$ cat src/rtl/ad_frontend.sv
// ADC front end: derives ad_clk from sys_clk, captures and clamps samples, removes
// the DC offset with a block-averaged estimate and raises a held over-range flag.
module ad_frontend #(
    parameter int CLK_DIV  = 2,
    parameter int AVG_LOG2 = 10,
    parameter int OTR_HOLD = 1024
) (
    input  logic       sys_clk,
    input  logic       sys_rst_n,
    input  logic [7:0] ad_data,
    input  logic       ad_otr,
    output logic       ad_clk,
    output logic [7:0] sample,
    output logic       sample_valid,
    output logic [7:0] dc_est,
    output logic       dc_ready,
    output logic       otr_flag
);
    localparam int DW     = $clog2(CLK_DIV);
    localparam int AW     = 8 + AVG_LOG2;
    localparam int HW     = $clog2(OTR_HOLD + 1);
    localparam int STAGES = 2;

    typedef enum logic {WARMUP, TRACK} dc_state_t;

    logic [DW-1:0]       r_div_cnt;
    logic [DW-1:0]       w_div_nxt;
    logic                w_div_last;
    logic [7:0]          r_raw;
    logic                r_otr;
    logic [STAGES:0]     r_vld_pipe;
    logic [7:0]          w_clamped;
    logic signed [8:0]   w_diff;
    logic [7:0]          w_diff_sat;
    logic [7:0]          r_diff;
    dc_state_t           r_state;
    logic [AW-1:0]       r_acc;
    logic [AW-1:0]       w_acc_sum;
    logic [AVG_LOG2-1:0] r_cnt;
    logic                w_blk_end;
    logic [HW-1:0]       r_hold;

    assign w_div_last = (r_div_cnt == DW'(CLK_DIV - 1));
    assign w_div_nxt  = w_div_last ? '0 : r_div_cnt + DW'(1);

    // ad_clk tracks the divider phase it is about to enter, so it rises CLK_DIV/2 after reset
    always_ff @(posedge sys_clk or negedge sys_rst_n) begin
        if (!sys_rst_n) begin
            r_div_cnt  <= '0;
            ad_clk     <= 1'b0;
            r_raw      <= '0;
            r_otr      <= 1'b0;
            r_vld_pipe <= '0;
        end else begin
            r_div_cnt  <= w_div_nxt;
            ad_clk     <= (w_div_nxt >= DW'(CLK_DIV / 2));
            r_vld_pipe <= {r_vld_pipe[STAGES-1:0], w_div_last};
            if (w_div_last) begin
                r_raw <= ad_data;
                r_otr <= ad_otr;
            end
        end
    end

    assign sample_valid = r_vld_pipe[STAGES];
    assign w_clamped    = r_otr ? {8{r_raw[7]}} : r_raw;
    assign w_diff       = $signed({1'b0, w_clamped}) - $signed({1'b0, dc_est});
    assign w_diff_sat   = (w_diff[8] == w_diff[7]) ? w_diff[7:0] : (w_diff[8] ? 8'h80 : 8'h7F);

    always_ff @(posedge sys_clk or negedge sys_rst_n) begin
        if (!sys_rst_n) begin
            r_diff <= '0;
            sample <= '0;
        end else begin
            if (r_vld_pipe[0]) r_diff <= w_diff_sat;
            if (r_vld_pipe[1]) sample <= r_diff;
        end
    end

    assign w_acc_sum = r_acc + AW'(w_clamped);
    assign w_blk_end = &r_cnt;

    // the block-ending sample is folded into the sum that produces the new estimate
    always_ff @(posedge sys_clk or negedge sys_rst_n) begin
        if (!sys_rst_n) begin
            r_state  <= WARMUP;
            r_acc    <= '0;
            r_cnt    <= '0;
            dc_est   <= 8'd128;
            dc_ready <= 1'b0;
        end else if (r_vld_pipe[0]) begin
            if (w_blk_end) begin
                r_acc  <= '0;
                r_cnt  <= '0;
                dc_est <= w_acc_sum[AW-1:AVG_LOG2];
            end else begin
                r_acc <= w_acc_sum;
                r_cnt <= r_cnt + AVG_LOG2'(1);
            end
            case (r_state)
                WARMUP: begin
                    if (w_blk_end) begin
                        dc_ready <= 1'b1;
                        r_state  <= TRACK;
                    end
                end
                TRACK:   dc_ready <= 1'b1;
                default: r_state  <= WARMUP;
            endcase
        end
    end

    always_ff @(posedge sys_clk or negedge sys_rst_n) begin
        if (!sys_rst_n) begin
            r_hold   <= '0;
            otr_flag <= 1'b0;
        end else if (r_vld_pipe[0]) begin
            if (r_otr) begin
                r_hold   <= HW'(OTR_HOLD);
                otr_flag <= 1'b1;
            end else if (r_hold != '0) begin
                r_hold   <= r_hold - HW'(1);
                otr_flag <= (r_hold != HW'(1));
            end
        end
    end
endmodule
$ cat config.mk
export PLATFORM = sky130hd
export DESIGN_NAME = ad_frontend
export DESIGN_NICKNAME = d
export VERILOG_FILES = /design/src/rtl/ad_frontend.sv
export SDC_FILE = /design/constraint.sdc
export NUM_CORES = 1
export LEC_CHECK = 0
export CELL_PAD_IN_SITES_DETAIL_PLACEMENT = 1
export CELL_PAD_IN_SITES_GLOBAL_PLACEMENT = 2
export CORE_UTILIZATION = 39
export CTS_BUF_LIST = sky130_fd_sc_hd__clkbuf_8
export CTS_CLUSTER_SIZE = 24
export DETAILED_ROUTE_END_ITERATION = 8
export PLACE_DENSITY = 0.8
export SLEW_MARGIN = 20
export SYNTH_ARGS = -nofsm -noshare
export SYNTH_HDL_FRONTEND = slang
export SYNTH_SLANG_ARGS = --single-unit
$ cat constraint.sdc
create_clock -name sys_clk -period 3.2 [get_ports sys_clk]
set_input_delay 0.32 -clock sys_clk [delete_from_list [all_inputs] [get_ports sys_clk]]
set_output_delay 0.32 -clock sys_clk [all_outputs]
set_load 0.005 [all_outputs]
# After elaboration in Yosys (flattened, before gate mapping)
# Index checks and enable logic that the tools add are counted.
[totals]
reg_bits = 80
in_bits = 11
out_inout_bits = 20
word_cells = 44
[classes]
n_addsub = 5
n_lt_le_gt_ge = 1
eq_ne = 3
muxes = 14
bitwise_logic = 1
n_reduce_logical = 6
[op_table]
columns = ["op", "count"]
rows = [
  ["$mux W11", 2],
  ["$add A18 B8 Y18", 1],
  ["$mux W18", 1],
  ["$mux W8", 2],
  ["$ne A11 B1 Y1 const B", 1],
  ["$reduce_and A11 Y1", 1],
  ["$reduce_bool A11 Y1", 1],
  ["$sub A11 B1 Y11 const B", 1],
  ["$add A10 B1 Y10 const B", 1],
  ["$mux W10", 1],
  ["$reduce_and A10 Y1", 1],
  ["$sub A8 B8 Y9", 1],
  ["$mux W7", 1],
  ["$mux W1", 6],
  ["$reduce_and A2 Y1", 2],
  ["$ne A2 B2 Y1 const B", 1],
  ["$pmux W1 S2", 1],
  ["$reduce_bool A2 Y1", 1],
  ["$add A1 B1 Y1 const B", 1],
  ["$eq A1 B1 Y1", 1],
  ["$ge A1 B1 Y1 const B", 1],
  ["$not A1 Y1", 1],
]

# Logic depth before layout (Yosys ltp)
# Gate-level depths: netlist (run 1).
[depth]
word_depth = 4
mapped_depth = 11
ltp_nobuf = 11

# Least setup slack after synthesis (run 1)
# OpenSTA, ideal clock, no wires.
[synth_path]
path_kind = "register -> register"
start = "register r_otr"
end = "register r_diff[0]"
t_arrival_ns = 2.437
t_required_ns = 3.057
path_slack_ns = 0.620
stages_incl_launch_ff = 10
period_less_slack_ns = 2.580
path_cell_list = "dfrtp_1 -> clkbuf_1 -> o21a_1 -> inv_1 -> fa_1 -> a21o_1 -> a221oi_1 -> o21ai_0 -> a211oi_2 -> a311oi_1"
[synth_between]
elab_chain_cells = 4
elab_cells_between_ends = 5
cone_classes = "add/sub (1); eq/ne (1); mux (3)"
[synth_lines]
columns = ["element", "line_no", "source"]
rows = [
  ["start, declared", "30", "logic r_otr;"],
  ["start signal, assigned", "60", "r_otr <= ad_otr;"],
  ["$mux W7 (*)", "66", "assign w_clamped = r_otr ? {8{r_raw[7]}} : r_raw;"],
  ["$sub A8 B8 Y9 (*)", "67", "assign w_diff = $signed({1'b0, w_clamped}) - $signed({1'b0, dc_est});"],
  ["$mux W8 or $eq A1 B1 Y1 (tied branches)", "68", "assign w_diff_sat = (w_diff[8] == w_diff[7]) ? w_diff[7:0] : (w_diff[8] ? 8'h80 : 8'h7F);"],
  ["$mux W8 (*)", "68", ""],
  ["end signal, assigned", "75", "if (r_vld_pipe[0]) r_diff <= w_diff_sat;"],
  ["end, declared", "35", "logic [7:0] r_diff;"],
]
# Mark *: on every way between the ends. The rest lies on a longest branch, timed or not.
# A chain may end at the register's enable or synchronous reset.

# Final worst setup path (run 1)
[layout_path]
start = "register r_otr"
end = "register dc_est[6]"
[layout_between]
elab_chain_cells = 2
[layout_lines]
columns = ["element", "line_no", "source"]
rows = [
  ["$mux W7", "66", ""],
  ["$add A18 B8 Y18", "80", "assign w_acc_sum = r_acc + AW'(w_clamped);"],
  ["end signal, assigned", "95", "dc_est <= w_acc_sum[AW-1:AVG_LOG2];"],
  ["end, declared", "15", "output logic [7:0] dc_est,"],
]
# No other way between the ends.

==> impl_results.md, run 1 <==
- Filler cell count in the final layout: 1,227
- Ratio of total power to cell area: 619 mW/mm^2
- Yosys Warn Count: 0
- Hold Worst Slack: -0.0318 ns
- Die footprint: 0.0115 mm^2
- Violations in the final reports: negative hold slack
- Compound-gate portion of the synthesized area: 20.3%
- Detailed Route WL: 10,900 um
- Number of DRC violations after detailed-routing iteration 0: 135
- WP data required: 3.49 ns
- Detailed Routing Iterations Pass 1: 4
- Flop pwr share: 43.3%
- Vertical extent of the die: 107 um
- Number of enable-type register cells in the synthesized netlist: 0
- Total net switching power: 1060 uW
- Relative contribution of combinational cells to total power: 29.6%
- Final critical delay including setup and external delays: 2.92 ns
- Main combinational cell family by area after synthesis: compound AO/OA/AOI/OAI gates
- Adder-cell area share of the yosys netlist: 6.41%
- Setup Total Neg Slack: 0 ns
- Clock insertion delay at the later pin of the skew report: 0.37 ns
- Nets@finish: 503
- Number of nets with antenna violations after routing: 0
- Register-to-Register Path Depth: 11
- Distinct cells, synth: 59
- Post-placement cell area: 0.00480 mm^2
- Critical path launch point: r_otr$_DFFE_PN0P_
- Sinks on Clock Net: 79
- Top FF cell, synth: dfrtp_1
- Async SR Flop Fraction: 100%
- Number of hold-repair buffers added at the cts stage: 0
- Initial antenna violation count: 0
- Share of final-layout standard cells stronger than drive strength 1: 10.7%
- Critical path type: reg2reg
- Setup repair after global routing missed its margin: yes
- Share of synthesized area spent on multiplexers: 3.58%
- Number of clock buffers inserted by TritonCTS: 9
- Wire length of the first global-routing pass: 18,200 um
- Run status: complete, but fails checks
- Total setup violations reported at the end of the flow: 0
- Detail Placement HPWL: 7810 um
- Maximum count of clock buffers along a single path: 2
- Net Count, Synth: 469
- Post-synth top area cell: dfrtp_1
- Post-synthesis instance total: 437
- Via count of the first global-routing pass: 3,544
- Finished layout cell area: 0.00504 mm^2
- Worst reg2reg setup slack: 0.28 ns
- DRC violation count after routing: 0
- Reg2reg start: r_otr$_DFFE_PN0P_
- Max capacitance violation total: 0
- Number of synthesized register bits: 79
- Global-route total usage across every layer: 20.6%
- I/O pin total: 31
- Antenna diode count: 0
- Design internal power: 2060 uW
- Final hold violations: 17
- Area of combinational cells with multiple inputs: 0.00219 mm^2
- Grt total ovfl: 0
- Core Region: 0.0108 mm^2
- Growth of design area from synthesis to finish: 16.4%
- VDD IR max: 0.302 mV
- Fraction of power consumed by the clock network: 27.2%
- Slew Limit Fails: 0
- Worst setup endpoint: dc_est[6]$_DFFE_PN0P_
- Static leakage: 0.00216 uW
- Maximum number of pins on one net before global-route repair: 80
- Power Total: 3120 uW
- Xor and xnor fraction of the mapped netlist area: 4.45%
- Row Count: 38
- Final setup skew: 0.0105 ns
- Maximum fanout along the worst path: 9
- Final GP Congestion: 0.837
- CTS tree: done
- Average routed wire per standard cell: 17.7 um
- Sw Share: 34.1%
- CTS H-tree lvls: 3
- Category of the worst setup path capture point: flop
- Post-Route Utilization: 46.5%
- Critical path startpoint category: flop
- Transition time of the tightest slew-check pin: 0.947 ns
- Period Utilization, post-route: 91.4%
- Top cells by area, synth: dfrtp_1 (45%), ha_1 (5.5%), o21ai_0 (3.6%)
- R2R Path End: dc_est[6]$_DFFE_PN0P_
- Top cell type's share of synthesized area: 45.0%
- Portion of the post-synthesis area used by sequential elements: 45.7%
- Highest clock frequency the design can meet: 0.342 GHz
- Register area: 0.00198 mm^2
- Clock-pin slew on the worst setup and hold paths: 0.08 ns
- IO buf count: 30
- Starting utilization of the core area: 40.0%
- Mean area per synthesized cell: 9.92 um^2
- Die W: 107 um
- Master cell of the clock root buffer: clkbuf_8
- Via count: 3,494
- Post-DR vias/cell: 5.67
- Path class of the lowest-slack min-delay path: in2async
- Data arrival, critical path: 3.22 ns
- Worst relative slew slack: 36.4%
- Simple-gate area share of the yosys netlist: 15.5%
- Summed instance area of the synthesized netlist: 0.00433 mm^2
logic make-up after synthesis:
logic type / Yosys count
AO/OA/AOI/OAI: 122
XOR/XNOR: 22
adder cells (fa/ha/maj): 21
buffers and inverters: 46
flip-flops: 79
multiplexers: 14
AND/OR/NAND/NOR: 133
how the worst min path moves through the flow:
stage	slack (ns)	to	cells past startpoint
after floorplan	0.02	ad_clk$_DFF_PN0_	0
after global placement	0.45	dc_ready$_DFFE_PN0P_	1
after detailed placement	0.47	dc_ready$_DFFE_PN0P_	1
after CTS	0.17	r_cnt[5]$_DFFE_PN0P_	1
after global routing	0.04	r_cnt[5]$_DFFE_PN0P_	1
final	-0.03	r_cnt[5]$_DFFE_PN0P_	1
final cells by class:
cell class	instances	area share, %
multi-input combinational	312	43.3
clock inverter	5	1.44
tap	140	3.47
timing repair buffer	39	7.32
clock buffer	11	3.00
inverter	30	2.23
sequential	79	39.2
critical path, stage by stage, from the launching register on:
cell and delay [ns]:
dfrtp_1 0.48, nand2_1 0.19, o21a_1 0.17, inv_1 0.06
ha_1 0.16, inv_1 0.05, fa_1 0.38, nand2b_1 0.24
a211oi_4 0.34, o21ai_0 0.19, or4_1 0.49, nand3_1 0.09
through the flow:
stage	worst slack, ns	std cells	hold slack, ns
floorplan	0.620	437	0.0244
global placement	0.407	599	0.450
detailed placement	0.230	599	0.467
CTS	0.203	615	0.168
global route	-0.0336	616	0.0387
finish	0.276	616	-0.0318
timing repair:
item / in CTS / in global routing
resized for setup: 0 / 1
buffers inserted: 0 / 1
setup endpoints to repair: 0 / 8
cells in the mapped netlist (5+ instances only):
| master | number |
|---|---|
| nand2b_1 | 7 |
| a21o_1 | 6 |
| o21ai_0 | 31 |
| clkbuf_1 | 12 |
| nor2_1 | 32 |
| nand3_1 | 16 |
| o21a_1 | 5 |
| mux2_2 | 12 |
| a31oi_1 | 10 |
| xnor2_1 | 7 |
| a211o_1 | 8 |
| a311oi_1 | 7 |
| o211ai_1 | 5 |
| a21oi_1 | 16 |
| ha_1 | 19 |
| xor2_1 | 15 |
| nand2_1 | 30 |
| inv_1 | 29 |
| nand4_1 | 14 |
| dfrtp_1 | 78 |
| nor3_1 | 8 |
power groups by stage:
stage | clock [uW] | combinational [uW] | sequential [uW]
after global routing | 908 | 1040 | 1380
after floorplan | 0 | 683 | 1300
after CTS | 873 | 912 | 1350
final | 848 | 923 | 1350
after detailed placement | 0 | 905 | 1370
after global placement | 0 | 877 | 1360
state kept, by name (all words and copies together) (netlist names):
name        cells
r_acc          18
r_hold         11
r_cnt          10
dc_est          8
r_diff          8
r_raw           8
sample          8
r_vld_pipe      3
ad_clk          1
dc_ready        1
otr_flag        1
r_otr           1
r_state         1
routing by layer:
layer / vias to the layer above / track usage, % / share of wire [%]
met2: 54 / 32.9 / 46
met1: 1755 / 27.8 / 49
met3: 22 / 3.45 / 3.1
met5: - / 0 / 0
li1: 1663 / - / -
met4: 0 / 7.93 / 2.0
placed cells by master (no fill, tap or decap), drive strengths merged, types with 12 or more instances in the layout:
cell type,n
nand4,14
nand3,16
clkdlybuf4s50,29
a21oi,16
ha,19
nor2,32
nand2,30
inv,31
o21ai,31
xor2,15
mux2,12
dfrtp,78
No activity file was read; power rests on OpenSTA's default activity.
==> inputs of run 2 (changes only) <==
--- a/config.mk
+++ b/config.mk
@@ -11,6 +11,7 @@
 export CTS_BUF_LIST = sky130_fd_sc_hd__clkbuf_8
 export CTS_CLUSTER_SIZE = 24
 export DETAILED_ROUTE_END_ITERATION = 8
+export HOLD_SLACK_MARGIN = 0.05
 export PLACE_DENSITY = 0.8
 export SLEW_MARGIN = 20
 export SYNTH_ARGS = -nofsm -noshare
==> run 2 against run 1 <==
Net effect:
- the flow now finishes without violations
- register-to-register slack barely moved
- cell area rose by 0.20%
- largest power group unchanged
- highest routed layer unchanged
- total power barely moved
- via count rose by 0.11%
- largest cell class unchanged
- global-route usage did not move
- die area did not move
- flip-flop and latch count did not move
- count of clock-buffer cells in the layout did not move
==> impl_results.md, run 2 (synthesis results as in run 1) <==
- Final setup skew: 0.0109 ns (+0.000388 ns)
- Worst relative slew slack: 35.9% (-0.47 points)
- Final GP Congestion: 0.837 (unchanged)
- Clock-pin slew on the worst setup and hold paths: 0.08 ns (about the same)
- IO buf count: 30 (unchanged)
- Largest register by flop count: r_acc
- Initial antenna violation count: 0 (unchanged)
- Via count of the first global-routing pass: 3,544 (unchanged)
- Highest clock frequency the design can meet: 0.342 GHz (about the same)
- Post-placement cell area: 0.00480 mm^2 (unchanged)
- Master cell of the clock root buffer: clkbuf_8
- Static leakage: 0.00216 uW (+0.19%)
- Nets@finish: 504 (+0.20%)
- I/O pin total: 31 (unchanged)
- Average routed wire per standard cell: 17.7 um (about the same)
- VDD IR max: 0.302 mV (about the same)
- Pre-CTS worst setup slack: 0.230 ns (unchanged)
- Number of clock buffers inserted by TritonCTS: 9 (unchanged)
- Via count: 3,498 (+0.11%)
- Run status: finished, final reports clean
- Worst-case hold path end point: dc_ready$_DFFE_PN0P_
- R2R Path End: dc_est[6]$_DFFE_PN0P_
- Grt total ovfl: 0 (unchanged)
- Critical path startpoint category: flop
- CTS tree: done
- Total setup violations reported at the end of the flow: 0 (unchanged)
- Maximum number of pins on one net before global-route repair: 80 (unchanged)
- Vertical extent of the die: 107 um (unchanged)
- Final critical delay including setup and external delays: 2.92 ns (+0.000164 ns)
- Detailed Routing Iterations Pass 1: 4 (unchanged)
- Period Utilization, post-route: 91.4% (about the same)
- Critical path type: reg2reg
- Slew Limit Fails: 0 (unchanged)
- Finished layout cell area: 0.00505 mm^2 (+0.20%)
- Max capacitance violation total: 0 (unchanged)
- Path class of the lowest-slack min-delay path: reg2reg
- Detailed Route WL: 10,900 um (+0.11%)
- Reg2reg start: r_otr$_DFFE_PN0P_
- Clock insertion delay at the later pin of the skew report: 0.37 ns (about the same)
- Maximum count of clock buffers along a single path: 2 (unchanged)
- Antenna diode count: 0 (unchanged)
- Sinks on Clock Net: 79 (unchanged)
- CTS H-tree lvls: 3 (unchanged)
- Post-DR vias/cell: 5.67 (about the same)
- Hold path startpoint: dc_ready$_DFFE_PN0P_
- Ratio of total power to cell area: 618 mW/mm^2 (-0.18%)
- Register-to-Register Path Depth: 11 (unchanged)
- Data arrival, critical path: 3.22 ns (about the same)
- Category of the worst setup path capture point: flop
- Max FFs per register: 18 (unchanged)
- Starting utilization of the core area: 40.0% (unchanged)
- Global-route total usage across every layer: 20.6% (unchanged)
- Final hold violations: 0 (-17)
- Power Total: 3120 uW (about the same)
- Growth of design area from synthesis to finish: 16.7%
- Hold Worst Slack: 0.480 ns (+0.511 ns)
- Worst hold path cell count: 1
- Die footprint: 0.0115 mm^2 (unchanged)
- WP data required: 3.49 ns (about the same)
- Share of final-layout standard cells stronger than drive strength 1: 10.7% (-0.022 points)
- Die W: 107 um (unchanged)
- Number of nets with antenna violations after routing: 0 (unchanged)
- DRC violation count after routing: 0 (unchanged)
- Number of DRC violations after detailed-routing iteration 0: 125 (-7.4%)
- Detail Placement HPWL: 7810 um (unchanged)
- Row Count: 38 (unchanged)
- Setup repair after global routing missed its margin: yes
- Crit path setup slack, layout: 0.276 ns (-0.000164 ns)
- Biggest registers after layout: r_acc: 18 flops, r_hold: 11 flops, r_cnt: 10 flops
- Wire length of the first global-routing pass: 18,200 um (unchanged)
- Core Region: 0.0108 mm^2 (unchanged)
- Maximum fanout along the worst path: 9 (unchanged)
- Highest-count cells in the layout ignoring fill and taps: dfrtp_1 (78), nor2_1 (32), inv_1 (31), o21ai_0 (31), nand2_1 (30)
- Transition time of the tightest slew-check pin: 0.954 ns (+0.00694 ns)
- Worst reg2reg setup slack: 0.28 ns (about the same)
- Most common cell after layout, fill and taps aside: dfrtp_1
-- run 2: what timing repair did --
item / CTS / global route
gates resized for setup: 0 / 1
buffers inserted: 0 / 1
hold buffers: 0 / 1
setup endpoints to repair: 0 / 8
hold endpoints to repair: 0 / 8
-- run 2: metal layers --
| layer | track usage [%] | wire length (um) | vias to the layer above |
|---|---|---|---|
| li1 | - | - | 1665 |
| met1 | 27.8 | 5360 | 1756 |
| met2 | 32.9 | 5030 | 55 |
| met3 | 3.45 | 327 | 22 |
| met4 | 7.93 | 213 | 0 |
| met5 | 0 | 0 | - |
-- run 2: layout make-up --
| cell class | count | area [um^2] |
|---|---|---|
| clock buffer | 11 | 151 |
| inverter | 30 | 113 |
| multi-input combinational | 312 | 2190 |
| clock inverter | 5 | 72.6 |
| tap | 140 | 175 |
| timing repair buffer | 40 | 379 |
| sequential | 79 | 1980 |
| fill | 1226 | 5790 |
-- run 2: per-stage QoR --
stage | utilization (%) | TNS, ns | std cells
after global routing | 46.6 | -0.0336 | 617
final | 46.6 | 0 | 617
after global placement | 44.3 | 0 | 599
after floorplan | - | 0 | 437
after CTS | 46.4 | 0 | 615
after detailed placement | 44.3 | 0 | 599
-- run 2: worst max-delay path, cell delays in order, from the launching register on --
cell	delay [ns]
dfrtp_1	0.48
nand2_1	0.19
o21a_1	0.17
inv_1	0.06
ha_1	0.16
inv_1	0.05
fa_1	0.38
nand2b_1	0.24
a211oi_4	0.34
o21ai_0	0.19
or4_1	0.49
nand3_1	0.09
-- run 2: worst max path at each step --
stage	start	endpoint	slack [ns]	depth (start not counted)
after global routing	r_otr$_DFFE_PN0P_	dc_est[6]$_DFFE_PN0P_	-0.03	11
after detailed placement	r_otr$_DFFE_PN0P_	r_diff[4]$_DFFE_PN0P_	0.23	10
after floorplan	r_otr$_DFFE_PN0P_	r_diff[0]$_DFFE_PN0P_	0.62	9
after global placement	r_otr$_DFFE_PN0P_	r_diff[1]$_DFFE_PN0P_	0.41	10
after CTS	r_otr$_DFFE_PN0P_	r_diff[4]$_DFFE_PN0P_	0.20	10
final	r_otr$_DFFE_PN0P_	dc_est[6]$_DFFE_PN0P_	0.28	11
-- run 2: power breakdown --
group	switching (uW)	total (uW)	internal [uW]
clock	373	848	476
sequential	180	1350	1170
combinational	511	924	413
total	1060	3120	2060
==> inputs of run 3 (changes only) <==
--- a/config.mk
+++ b/config.mk
@@ -13,6 +13,7 @@
 export DETAILED_ROUTE_END_ITERATION = 8
 export HOLD_SLACK_MARGIN = 0.05
 export PLACE_DENSITY = 0.8
+export SETUP_SLACK_MARGIN = 0.02
 export SLEW_MARGIN = 20
 export SYNTH_ARGS = -nofsm -noshare
 export SYNTH_HDL_FRONTEND = slang
==> results of run 3 <==
The final DEF is identical to that of run 2; final timing and power are the same.
